`src/rtl/redirect_flush_ctrl.sv`:
```
// -----------------------------------------------------------------------------
// redirect_flush_ctrl
//
// Sequences front-end redirects and pipeline flushes after branch resolution
// or traps. One-cycle redirect events from EX (mispredict / late taken) and
// from the trap unit are turned into a valid/ready redirect to fetch. After
// fetch accepts, the IF/ID and ID/EX flushes stay asserted for a drain window.
// A saturating counter tracks accepted mispredicts.
//
// Ports
//   clk, rst_n        clock, asynchronous active-low reset
//   ex_redir_*        EX redirect event (pulse), target PC, mispredict flag
//   trap_valid/vector trap redirect event (pulse) and handler PC
//   trap_ack          registered pulse: trap taken or made pending
//   fe_redir_valid/pc redirect request to fetch, PC stable while valid
//   fe_redir_ready    fetch accepts redirect
//   flush_if_id/id_ex squash controls for the pipeline registers
//   busy              controller not idle
//   cnt_clr           synchronous clear of the mispredict counter
//   mispred_cnt       saturating mispredict count
// -----------------------------------------------------------------------------
module redirect_flush_ctrl #(
    parameter int DataWidth   = 32,
    parameter int DrainCycles = 2,
    parameter int CntWidth    = 16
) (
    input  logic                 clk,
    input  logic                 rst_n,
    input  logic                 ex_redir_valid,
    input  logic [DataWidth-1:0] ex_redir_target,
    input  logic                 ex_redir_mispred,
    input  logic                 trap_valid,
    input  logic [DataWidth-1:0] trap_vector,
    output logic                 trap_ack,
    output logic                 fe_redir_valid,
    output logic [DataWidth-1:0] fe_redir_pc,
    input  logic                 fe_redir_ready,
    output logic                 flush_if_id,
    output logic                 flush_id_ex,
    output logic                 busy,
    input  logic                 cnt_clr,
    output logic [CntWidth-1:0]  mispred_cnt
);

    typedef enum logic [1:0] {
        IDLE  = 2'd0,
        REQ   = 2'd1,
        DRAIN = 2'd2
    } state_t;

    localparam logic [3:0] DRAIN_INIT = 4'(DrainCycles);

    function automatic logic [CntWidth-1:0] sat_inc(input logic [CntWidth-1:0] v);
        return (&v) ? v : v + {{(CntWidth-1){1'b0}}, 1'b1};
    endfunction

    state_t               state;
    state_t               state_nxt;
    logic [3:0]           drain_cnt;
    logic [3:0]           drain_nxt;
    logic                 pend_valid;
    logic [DataWidth-1:0] pend_pc;

    logic                 trap_take;
    logic                 ex_take;
    logic                 pend_set;
    logic                 pend_clr;
    logic                 load_pc;
    logic [DataWidth-1:0] load_val;

    // Next-state and side-effect decode. Only fe_redir_ready influences the
    // transition out of REQ; all outputs are registered below.
    always_comb begin
        state_nxt = state;
        drain_nxt = drain_cnt;
        trap_take = 1'b0;
        ex_take   = 1'b0;
        pend_set  = 1'b0;
        pend_clr  = 1'b0;
        load_pc   = 1'b0;
        load_val  = fe_redir_pc;

        unique case (state)
            IDLE: begin
                if (pend_valid) begin
                    // Only reachable when a zero-length drain window let a
                    // trap land as pending; issue it right away.
                    state_nxt = REQ;
                    load_pc   = 1'b1;
                    load_val  = pend_pc;
                    pend_clr  = 1'b1;
                end else if (trap_valid) begin
                    // Trap wins; a same-cycle EX event is dropped.
                    trap_take = 1'b1;
                    state_nxt = REQ;
                    load_pc   = 1'b1;
                    load_val  = trap_vector;
                end else if (ex_redir_valid) begin
                    ex_take   = 1'b1;
                    state_nxt = REQ;
                    load_pc   = 1'b1;
                    load_val  = ex_redir_target;
                end
            end

            REQ: begin
                // EX events here are wrong-path and ignored.
                trap_take = trap_valid && !pend_valid;
                pend_set  = trap_take;
                if (fe_redir_ready) begin
                    if (DRAIN_INIT == 4'd0) begin
                        if (pend_valid) begin
                            state_nxt = REQ;
                            load_pc   = 1'b1;
                            load_val  = pend_pc;
                            pend_clr  = 1'b1;
                        end else begin
                            state_nxt = IDLE;
                        end
                    end else begin
                        state_nxt = DRAIN;
                        drain_nxt = DRAIN_INIT;
                    end
                end
            end

            DRAIN: begin
                trap_take = trap_valid && !pend_valid;
                pend_set  = trap_take;
                if (drain_cnt <= 4'd1) begin
                    if (pend_valid) begin
                        state_nxt = REQ;
                        load_pc   = 1'b1;
                        load_val  = pend_pc;
                        pend_clr  = 1'b1;
                    end else if (trap_take) begin
                        // Trap in the final drain cycle feeds the REQ entry
                        // directly instead of parking in the pending slot.
                        pend_set  = 1'b0;
                        state_nxt = REQ;
                        load_pc   = 1'b1;
                        load_val  = trap_vector;
                    end else begin
                        state_nxt = IDLE;
                    end
                end else begin
                    drain_nxt = drain_cnt - 4'd1;
                end
            end

            default: state_nxt = IDLE;
        endcase
    end

    // State, registered outputs, pending trap slot and mispredict counter.
    always_ff @(posedge clk or negedge rst_n) begin
        if (!rst_n) begin
            state          <= IDLE;
            drain_cnt      <= 4'd0;
            pend_valid     <= 1'b0;
            pend_pc        <= '0;
            fe_redir_pc    <= '0;
            fe_redir_valid <= 1'b0;
            flush_if_id    <= 1'b0;
            flush_id_ex    <= 1'b0;
            busy           <= 1'b0;
            trap_ack       <= 1'b0;
            mispred_cnt    <= '0;
        end else begin
            state          <= state_nxt;
            drain_cnt      <= drain_nxt;
            fe_redir_valid <= (state_nxt == REQ);
            flush_if_id    <= (state_nxt != IDLE);
            flush_id_ex    <= (state_nxt != IDLE);
            busy           <= (state_nxt != IDLE);
            trap_ack       <= trap_take;

            if (load_pc) begin
                fe_redir_pc <= load_val;
            end

            if (pend_set) begin
                pend_valid <= 1'b1;
                pend_pc    <= trap_vector;
            end else if (pend_clr) begin
                pend_valid <= 1'b0;
            end

            if (cnt_clr) begin
                mispred_cnt <= '0;
            end else if (ex_take && ex_redir_mispred) begin
                mispred_cnt <= sat_inc(mispred_cnt);
            end
        end
    end

endmodule

```
`config.mk`:
```
export PLATFORM = sky130hd
export DESIGN_NAME = redirect_flush_ctrl
export DESIGN_NICKNAME = d
export VERILOG_FILES = /design/src/rtl/redirect_flush_ctrl.sv
export SDC_FILE = /design/constraint.sdc
export NUM_CORES = 1
export LEC_CHECK = 0
export CAP_MARGIN = 20
export CORE_MARGIN = 5
export CORE_UTILIZATION = 45
export CTS_CLUSTER_SIZE = 20
export DETAILED_ROUTE_END_ITERATION = 8
export PLACE_DENSITY_LB_ADDON = 0.15
export SYNTH_ARGS = -nofsm -noshare
export SYNTH_HDL_FRONTEND = slang
export SYNTH_SLANG_ARGS = --single-unit
```
`constraint.sdc`:
```
create_clock -name clk -period 2.89 [get_ports clk]
set_input_delay 0.578 -clock clk [delete_from_list [all_inputs] [get_ports clk]]
set_output_delay 0.578 -clock clk [all_outputs]
set_load 0.02 [all_outputs]
```
=== After elaboration in Yosys (flattened, before gate mapping) ===
Index checks and enable logic that the tools add are counted.

* Word-level logic and storage cells: 77
* Output and inout bits: 53
* Flip-flop bits (word level): 90
* Input bits: 71

* Reductions and logical operators: 14
* Equality and inequality tests: 9
* $add $sub $neg: 2
* Multiplexer cells: 42
* Magnitude comparators: 1

{| class="wikitable"
|+ Operators with widths
! cell !! count
|-
| $mux W32 || 6
|-
| $pmux W32 S2 || 1
|-
| $mux W16 || 3
|-
| $mux W1 || 19
|-
| $add A16 B1 Y16 const B || 1
|-
| $reduce_and A16 Y1 || 1
|-
| $mux W2 || 5
|-
| $reduce_bool A2 Y1 || 5
|-
| $mux W4 || 2
|-
| $ne A2 B2 Y1 const B || 4
|-
| $pmux W1 S2 || 4
|-
| $pmux W4 S2 || 1
|-
| $pmux W2 S3 || 1
|-
| $reduce_and A5 Y1 || 1
|-
| $eq A2 B1 Y1 const B || 2
|-
| $le A4 B1 Y1 const B || 1
|-
| $ne A4 B4 Y1 const B || 1
|-
| $sub A4 B1 Y4 const B || 1
|-
| $ne A3 B3 Y1 const B || 1
|-
| $reduce_and A3 Y1 || 1
|-
| $eq A2 B2 Y1 const B || 1
|-
| $logic_and A1 B1 Y1 || 2
|-
| $logic_not A2 Y1 || 1
|-
| $reduce_and A2 Y1 || 1
|-
| other kinds (2) || 2
|}

=== Longest topological paths before layout ===
Gate-level depths: netlist of the first run.

* Depth in word-level cells: 7
* Gate-level depth with buffers: 8
* Depth with buffers taken out: 7

=== Least setup slack after synthesis of the first run ===
Ideal clock, no wire load.

* Path type: flip-flop to flip-flop
* Start: reg state[0]
* End: reg fe_redir_pc[12]
* Arrival time: 1.833 ns
* Setup time: 0.128 ns
* Slack: 0.929 ns
* Path buffers: 2
* Period minus slack after synthesis: 1.961 ns
* Cell stages (with the launch flop): 9
* Required time: 2.762 ns
* Path through: dfrtp_1 inv_1 ha_1 buf_12 nor2_1 buf_4 mux2i_1 o21ai_0 mux2_1

* Longest elaborated chain between the ends: 3
* Elaborated cells between the ends (all ways): 9
* Those cells by class: 4 x eq/ne; 2 x mux; 3 x reduce/logical

{| class="wikitable"
|+ RTL lines
! item !! line !! RTL
|-
| start: declaration || 57 || <nowiki>state_t state;</nowiki>
|-
| start signal: assignment || 170 || <nowiki>state <= state_nxt;</nowiki>
|-
| $eq A2 B2 Y1 or $logic_not A2 Y1 (tied branches) || 83 || <nowiki>unique case (state)</nowiki>
|-
| $ne A3 B3 Y1 (no source line) (tied with other cells) || n/a ||
|-
| $reduce_and A5 Y1 (no source line) || n/a ||
|-
| end signal: assignment || 179 || <nowiki>fe_redir_pc <= load_val;</nowiki>
|-
| end: declaration || 36 || <nowiki>output logic [DataWidth-1:0] fe_redir_pc,</nowiki>
|}

Parallel ways exist; a longest one is shown, timed or not.
A chain may end at the register's enable or synchronous reset.

=== Worst setup path in the final report of the first run ===
* Start: reg state[0]
* End: reg pend_pc[7]

* Longest elaborated chain between the ends: 2
* Elaborated cells between the ends (all ways): 3
* Those cells by class: 2 x eq/ne; 1 x mux

{| class="wikitable"
|+ RTL lines
! item !! line !! RTL
|-
| $eq A2 B2 Y1 or $eq A2 B1 Y1 (tied branches) || 83 ||
|-
| $pmux W1 S2 * || 83 ||
|-
| end signal: assignment || 184 || <nowiki>pend_pc <= trap_vector;</nowiki>
|-
| end: declaration || 62 || <nowiki>logic [DataWidth-1:0] pend_pc;</nowiki>
|}

Every way passes the cells marked *; elsewhere a longest branch is shown, timed or not.

==> results of run 1 <==
[synth_stat cells, types with 2 or more instances]
cell type   n  area [sq um]
buf_2       4          20.0
nor2_1     20          75.1
and4_1      3          26.3
mux2_1     59           664
inv_1       7          26.3
and3_1      4          25.0
a21oi_1     6          30.0
dfrtp_1    90          2250
mux2i_1    34           340
o21ai_0    38           190
nor4_1      2          12.5
or3_1       3          18.8
buf_6       3          33.8
ha_1        7          87.6
nand3_1     8          40.0
clkbuf_1   10          37.5
nand2_1    41           154
mux2_2      5          56.3
nor3_1     10          50.1
xnor2_1    13           114
buf_4       5          37.5
nand2b_1    2          12.5
nand4_1     4          25.0
o31ai_1     3          22.5
[flip-flops by register name, indices dropped and copies added, names as in the netlist]
name / flops
state: 2
pend_pc: 32
fe_redir_valid: 1
trap_ack: 1
pend_valid: 1
busy: 1
mispred_cnt: 16
fe_redir_pc: 32
drain_cnt: 4
[layer usage]
layer / up-vias / part of all wire, % / GRT usage (%)
met2: 118 / 48 / 28.8
met3: 11 / 6.3 / 4.75
met5: - / 0 / 0
met1: 1672 / 44 / 24.2
li1: 1668 / - / -
met4: 0 / 1.0 / 4.68
[worst max-delay path by stage]
stage	from	slack, ps	depth (start not counted)	endpoint
6_report	state[0]$_DFF_PN0_	480	7	pend_pc[7]$_DFFE_PN0P_
3_5_place_dp	trap_valid	390	6	fe_redir_pc[26]$_DFFE_PN0P_
3_3_place_gp	trap_valid	470	6	fe_redir_pc[26]$_DFFE_PN0P_
5_1_grt	state[0]$_DFF_PN0_	380	7	pend_pc[7]$_DFFE_PN0P_
2_1_floorplan	state[0]$_DFF_PN0_	930	8	fe_redir_pc[12]$_DFFE_PN0P_
4_1_cts	state[0]$_DFF_PN0_	490	7	pend_pc[7]$_DFFE_PN0P_
[cell type report]
| cell class | instances | share of cell area, % |
|---|---|---|
| Tap cell | 133 | 2.72 |
| Timing Repair Buffer | 131 | 21.7 |
| Clock buffer | 10 | 2.25 |
| Inverter | 8 | 0.492 |
| Clock inverter | 5 | 0.635 |
| Sequential cell | 90 | 36.9 |
| Multi-Input combinational cell | 284 | 35.3 |
[power by group through the flow]
stage	clock (uW)	combinational [uW]	sequential (uW)
detailed placement	0	2630	2100
global placement	0	2560	2080
CTS	790	2640	2080
floorplan	0	1370	2340
finish	769	2600	2070
global route	862	2820	2150
[worst max-delay path: cells and delay by family (launching register included)]
family          cells  cell delay (ps)
compound gates      2              550
mux                 1              330
buf+inv             3              530
fa+ha+maj           1              460
flops               1              430
[logic make-up (layout without fill, tap and decap cells)]
logic type	count (synthesis)	count (layout)
AO/OA/AOI/OAI	58	58
XOR/XNOR	13	13
adder cells (fa/ha/maj)	7	7
buffers and inverters	32	154
flip-flops	90	90
multiplexers	98	98
AND/OR/NAND/NOR	108	108
[stage by stage]
step	setup slack, ps	hold WS [ps]
global route	384	297
finish	484	253
CTS	489	280
global placement	469	473
floorplan	929	282
detailed placement	388	480
[cell usage in the layout, fill, tap and decap left out, types with 2 or more instances in the layout]
cell type	netlist	routed
buf_12	1	3
nor2_4	1	2
clkinvlp_4	0	4
inv_1	7	7
dfrtp_1	90	89
clkdlybuf4s50_1	0	122
nand4_1	4	4
mux2i_1	34	34
clkbuf_8	0	10
mux2_2	5	5
o21ai_0	38	38
nand3_1	8	8
buf_4	5	6
a21oi_1	6	6
nand2b_1	2	2
ha_1	7	7
or3_1	3	3
nor4_1	2	2
o31ai_1	3	3
and3_1	4	4
xnor2_1	13	13
and4_1	3	3
mux2_1	59	59
nand2_1	41	41
nor2_1	20	19
nor3_1	10	10
==> impl_metrics.ini, run 1 <==
[run_status]
outcome = finished, final reports clean

[placed_design]
gp_congestion = 0.793
dp_cells = 646
io_buffers = 123
placedInstanceArea_sq_um = 5930
dpl.hpwl_mm = 7.86

[synthesis]
synth-xor-area-share_pct = 2.49
syn_area_per_cell_sq_um = 11.3
yosysSeqAreaShare_pct = 49.3
synth_area_sq_um = 4570
syn-num-nets = 484
synth_compound_gate_area_share_pct = 7.45
synth_cells = 406
synth_fa_ha_area_share_pct = 1.92
synth_top_family_by_area = multiplexers
yosys_warnings = 0
synth.distinct_cells = 49
synthSimpleGateAreaFrac_pct = 11.7
ys_seq_elements = 90
synth-edff-count = 0
ys.flop_type = dfrtp_1
synth-async-reset-ratio_pct = 100
synthMuxAreaShare_pct = 23.2

[layout]
register_area_sq_um = 2250
multi_input_area_sq_um = 2150
post-route-cell-area_sq_um = 6110
fillers = 871
layout.cells.non_filler = 661
nets = 602
fin_util_pct = 62.2
diodes = 0
final_layout_size_suffix_gt1_share_pct = 7.58
areaGrowthSynthToFinish_pct = 33.6

[setup_path]
rr_worst_depth = 7
setup.worst_path.end_class = register
worstPathArrival_ps = 2620
crit_fanout = 23
crit_required_ps = 3110
max_stage_delay_ps = 460
critical_path_class = register to register
cp_slowest_cell = ha_1
r2r-end = pend_pc[7]$_DFFE_PN0P_
crit_path_start_kind = register
reg2reg_setup_slack_ps = 480
path_cells = inv_1 -> ha_1 -> inv_2 -> a21oi_2 -> o2111ai_4 -> buf_12 -> mux2_1
reg2reg_from = state[0]$_DFF_PN0_

[clock_network]
cts_max_path_buffers = 2
cts_root_buffer = clkbuf_8
cts_buffers = 9
cts-hold-fix-buffers = 0
path_clk_slew_ps = 90
cts_setup_buffers = 0
cts_tree = built
htreeDepth = 3
clk_latency_ps = 340
cts.repair.resized = 0
numClockSinks = 90

[grt]
grt-ovfl-total = 0
grt_usage_pct = 18.0
grt_pass1_wl_mm = 18.3
grt_max_degree = 65
grt_pass1_vias = 3532
antenna_found_initial = 0

[worst_hold_path]
hold_class = primary input to async pin

[pwr]
switching_share_pct = 36.9
ir_drop_v = 0.000553
seq_power_share_pct = 38.1
power_uw = 5440
power_frac_clock_pct = 14.1
combPwrFrac_pct = 47.7
p_per_area_nw_per_um2 = 890
p_sw_uw = 2010
p_int_uw = 3430
cellLeakagePower_uw = 0.00251

[sta]
fin_crit_ps = 2410
tns_ps = 0
rsz0062_at_grt = no
slew_headroom_pct = 55.3
tightestPinTransition_ps = 671
fmax_mhz = 416
period_share_pct = 83.2
setup_viol = 0
clock_skew_ps = 14.2
drv_slew = 0
hold_viol = 0

[detailed_routing]
viasPerCell = 5.25
firstDrtPassIters = 4
wire_per_inst_um = 16.3
dr_total_vias = 3469
dr.first_iter.drc_count = 216
ant_nets = 0
routed_wl_mm = 10.7
drc = 0

[floorplan]
core_area_sq_um = 9820
num_rows = 36
pin_count = 124
fp.dieH_um = 111
die_w_um = 111
dieArea_sq_um = 12300
initial_core_util_pct = 46.5

[run]
drv_cap = 0
(Power assumes the default switching activity.)
==> inputs of run 2 (changes only) <==
- CORE_UTILIZATION: 45 -> 44
- clock period: 2.89 -> 1.99 ns (I/O delays scaled with it)
==> impl_metrics.ini, run 2 (synthesis gave the netlist of run 1 again) <==
[clock_network]
cts_max_path_buffers = 2
htreeDepth = 3
cts_root_buffer = clkbuf_8
cts_buffers = 9
numClockSinks = 90
path_clk_slew_ps = 90
cts_tree = built
clk_latency_ps = 350

[detailed_routing]
dr.first_iter.drc_count = 136
routed_wl_mm = 11.5
ant_nets = 0
drc = 0
firstDrtPassIters = 4
dr_total_vias = 3587
viasPerCell = 5.19
wire_per_inst_um = 16.6

[grt]
grt_pass1_wl_mm = 18.4
antenna_found_initial = 0
grt_pass1_vias = 3718
grt_usage_pct = 17.9
grt-ovfl-total = 0
grt_max_degree = 46

[layout]
areaGrowthSynthToFinish_pct = 43.7
diodes = 0
fillers = 774
fin_util_pct = 64.2
nets = 629
final_layout_size_suffix_gt1_share_pct = 16.2
layout.cells.non_filler = 691
reg.largest.list = fe_redir_pc (32), pend_pc (32), mispred_cnt (16)
final_cell_mix = clkdlybuf4s50_1, dfrtp_1, nand2_1, mux2_1, o21ai_0
mostFrequentLayoutCell = clkdlybuf4s50_1

[sta]
hold_viol = 0
fin_crit_ps = 1960
setup_viol = 0
tightestPinTransition_ps = 594
period_share_pct = 98.6
clock_skew_ps = 11.3
drv_slew = 0
fmax_mhz = 510
slew_headroom_pct = 60.3
rsz0062_at_grt = yes

[placed_design]
dpl.hpwl_mm = 8.04
io_buffers = 123
dp_cells = 670
gp_congestion = 0.881

[setup_path]
critical_path_class = register to register
crit_path_start_kind = register
rr_worst_depth = 8
path_cells = inv_2 -> ha_4 -> or2_4 -> nand2_2 -> or3_4 -> o21a_4 -> buf_12 -> mux2_1
crit_fanout = 11
worstPathArrival_ps = 2190
setup.worst_path.end_class = register
crit_required_ps = 2220
cp_slowest_cell = dfrtp_1
max_stage_delay_ps = 420

[worst_hold_path]
hold_class = primary input to async pin

[pwr]
p_per_area_nw_per_um2 = 1340
cellLeakagePower_uw = 0.00280
seq_power_share_pct = 34.2
switching_share_pct = 35.3
p_int_uw = 5710
ir_drop_v = 0.000806
power_frac_clock_pct = 14.5
power_uw = 8820
combPwrFrac_pct = 51.3
p_sw_uw = 3110

[run_status]
outcome = finished, final reports clean

[floorplan]
initial_core_util_pct = 44.7
fp.dieH_um = 112
dieArea_sq_um = 12500
core_area_sq_um = 10200
pin_count = 124
num_rows = 37
die_w_um = 112

[run]
drv_cap = 0
==> run 2: power groups by stage <==
stage                     combinational [uW]  sequential, uW  clock (uW)
after floorplan                         1990            3400           0
after global placement                  4000            3020           0
after detailed placement                4100            3030           0
after CTS                               4130            3000        1320
after global routing                    4850            3110        1400
final                                   4520            3020        1280
==> run 2: per-layer routing <==
metal	wire, um	track usage, %	vias to the layer above
met5	0	0	-
met4	191	6.16	0
met3	545	3.70	14
met2	5500	29.3	98
met1	5210	23.6	1755
li1	-	-	1720
==> run 2: cell type report <==
class / count / area (sq um) / share of cell area [%]
Clock buffer: 10 / 138 / 2.09
Clock inverter: 5 / 62.6 / 0.952
Inverter: 8 / 30.0 / 0.457
Multi-Input combinational cell: 284 / 2260 / 34.4
Sequential cell: 90 / 2250 / 34.3
Tap cell: 136 / 170 / 2.59
Timing Repair Buffer: 158 / 1650 / 25.2
==> run 2: worst paths after layout <==
| kind | slack [ps] | endpoint | startpoint |
|---|---|---|---|
| worst max-delay path | 30 | fe_redir_pc[16]$_DFFE_PN0P_ | drain_cnt[0]$_DFFE_PN0P_ |
| worst min-delay path | 490 | pend_pc[16]$_DFFE_PN0P_ | rst_n |
| worst max register to register | 30 | fe_redir_pc[16]$_DFFE_PN0P_ | drain_cnt[0]$_DFFE_PN0P_ |
| worst min register to register | 500 | pend_pc[26]$_DFFE_PN0P_ | pend_pc[26]$_DFFE_PN0P_ |
| max in group asynchronous | 890 | mispred_cnt[6]$_DFFE_PN0P_ | rst_n |
| min in group clk | 500 | pend_pc[26]$_DFFE_PN0P_ | pend_pc[26]$_DFFE_PN0P_ |
==> run 2: repair_timing <==
item,in CTS,in global routing
resized for setup,7,22
setup buffers,0,2
gates cloned,0,3
endpoints found under the setup margin,32,35
hold buffers,1,0
pin swaps,0,1
hold endpoints to repair,24,0
==> run 2: stage by stage <==
step / area, sq um / setup TNS [ps] / hold slack, ps / setup slack [ps]
5_1_grt: 6570 / -228 / 515 / -26.0
4_1_cts: 6370 / 0 / 488 / 29.8
3_3_place_gp: 6140 / -3610 / 331 / -140
2_1_floorplan: 4570 / 0 / 102 / 29.0
3_5_place_dp: 6140 / -4280 / 345 / -201
6_report: 6570 / 0 / 486 / 27.6
==> run 2: worst max-delay path: cells and delay by family (launching register included) <==
family	cells	cell delay, ps
flip-flops	1	420
AND/OR/NAND/NOR	3	570
buffers and inverters	2	250
AO/OA/AOI/OAI	1	160
multiplexers	1	310
adder cells (fa/ha/maj)	1	140
==> inputs of run 3 (changes only) <==
- CORE_UTILIZATION: 44 -> 45
- MAX_ROUTING_LAYER: not set -> met4
- PLACE_DENSITY: not set -> 0.86
- PLACE_DENSITY_LB_ADDON: 0.15 -> not set
- clock period: 1.99 -> 2.5 ns (I/O delays scaled with it)
==> impl_metrics.ini, run 3 (synthesis gave the netlist of run 1 again) <==
[layout]
post-route-cell-area_sq_um = 6190
final_layout_size_suffix_gt1_share_pct = 8.26
diodes = 0
reg.largest.list = fe_redir_pc (32), pend_pc (32), mispred_cnt (16)
nets = 606
areaGrowthSynthToFinish_pct = 35.4
mostFrequentLayoutCell = clkdlybuf4s50_1
final_cell_mix = clkdlybuf4s50_1, dfrtp_1, mux2_1, nand2_1, o21ai_0

[clock_network]
cts.repair.resized = 0
numClockSinks = 90
cts_root_buffer = clkbuf_8
cts-hold-fix-buffers = 0
clk_latency_ps = 360
htreeDepth = 3
cts_buffers = 9
cts_max_path_buffers = 2
path_clk_slew_ps = 90
cts_setup_buffers = 0
cts_tree = built

[setup_path]
setup.worst_path.end_class = register
crit_fanout = 14
crit_required_ps = 2740
critical_path_class = register to register
worstPathArrival_ps = 2520
crit_path_start_kind = register

[sta]
tns_ps = 0
tightestPinTransition_ps = 589
drv_slew = 0
clock_skew_ps = 13.1
slew_headroom_pct = 60.6
period_share_pct = 91.1
fin_crit_ps = 2280
setup_viol = 0
fmax_mhz = 439
rsz0062_at_grt = no
hold_viol = 0

[grt]
grt_max_degree = 53
grt_pass1_wl_mm = 18.9
antenna_found_initial = 0
grt_pass1_vias = 3886
grt_usage_pct = 19.5
grt-ovfl-total = 0

[floorplan]
initial_core_util_pct = 46.5
num_rows = 36
dieArea_sq_um = 12300
pin_count = 124
fp.dieH_um = 111
core_area_sq_um = 9820
die_w_um = 111

[placed_design]
placedInstanceArea_sq_um = 5990
dpl.hpwl_mm = 8.49
io_buffers = 123
gp_congestion = 0.892

[pwr]
ir_drop_v = 0.000502
cellLeakagePower_uw = 0.00256
p_per_area_nw_per_um2 = 1060

[run_status]
outcome = finished, final reports clean

[detailed_routing]
routed_wl_mm = 11.6
ant_nets = 0
wire_per_inst_um = 17.5
firstDrtPassIters = 4
drc = 0
dr_total_vias = 3576
dr.first_iter.drc_count = 194
viasPerCell = 5.37

[run]
drv_cap = 0

[worst_hold_path]
hold_class = primary input to async pin
## run 3: cell count changes in the layout (fill, tap and decap cells not counted), moves of 3 or more
cell	delta
mux2_1	+19
buf_12	-3
mux2_4	-19
buf_4	-15
clkbuf_16	-3
## run 3: worst max-delay path: stages, from the launching register on
cell	delay [ps]
dfrtp_1	450
inv_1	110
ha_1	200
or2_1	220
nand2_2	120
or3_4	390
o21a_4	190
buf_12	170
mux2_1	320
## run 3: final cells by class
type / instances / area (sq um)
multi-input combinational: 284 / 2150
fill: 835 / 3630
inverter: 8 / 30.0
clock inverter: 5 / 60.1
timing repair buffer: 135 / 1380
clock buffer: 11 / 141
tap: 133 / 166
sequential: 90 / 2250
## run 3: stage by stage
stage / utilization [%] / setup WS, ps / power, uW / hold WS, ps / std cells
6_report: 63.0 / 221 / 6560 / 106 / 666
2_1_floorplan: - / 539 / 4300 / 204 / 406
4_1_cts: 63.0 / 227 / 6620 / 120 / 666
3_3_place_gp: 61.0 / 243 / 5410 / 474 / 650
5_1_grt: 63.0 / 126 / 6950 / 132 / 666
3_5_place_dp: 61.0 / 186 / 5570 / 482 / 650
## run 3: power by group
group | switching [uW] | total [uW] | leakage (uW) | internal, uW
clock | 540 | 1040 | 0.000100 | 496
combinational | 1520 | 3080 | 0.00135 | 1570
sequential | 378 | 2440 | 0.00111 | 2070
## run 3: worst paths after layout
check	startpoint	endpoint	slack (ps)	cells past startpoint
worst min-delay path	rst_n	mispred_cnt[0]$_DFFE_PN0P_	110	1
worst max register to register	drain_cnt[0]$_DFFE_PN0P_	fe_redir_pc[31]$_DFFE_PN0P_	220	8
max in group asynchronous	rst_n	mispred_cnt[9]$_DFFE_PN0P_	1720	2
worst max-delay path	drain_cnt[0]$_DFFE_PN0P_	fe_redir_pc[31]$_DFFE_PN0P_	220	8
min in group clk	pend_pc[9]$_DFFE_PN0P_	pend_pc[9]$_DFFE_PN0P_	500	1
worst min register to register	pend_pc[9]$_DFFE_PN0P_	pend_pc[9]$_DFFE_PN0P_	500	1
## run 3: per-layer routing
layer  GRT usage, %  part of all wire (%)  vias up  wire, um
met3           2.89                   3.1       26       366
met1           21.9                    42     1766      4850
met2           34.4                    52      110      6090
met4           8.78                   2.8        0       325
met5              -                     0        -         0
li1               -                     -     1674         -
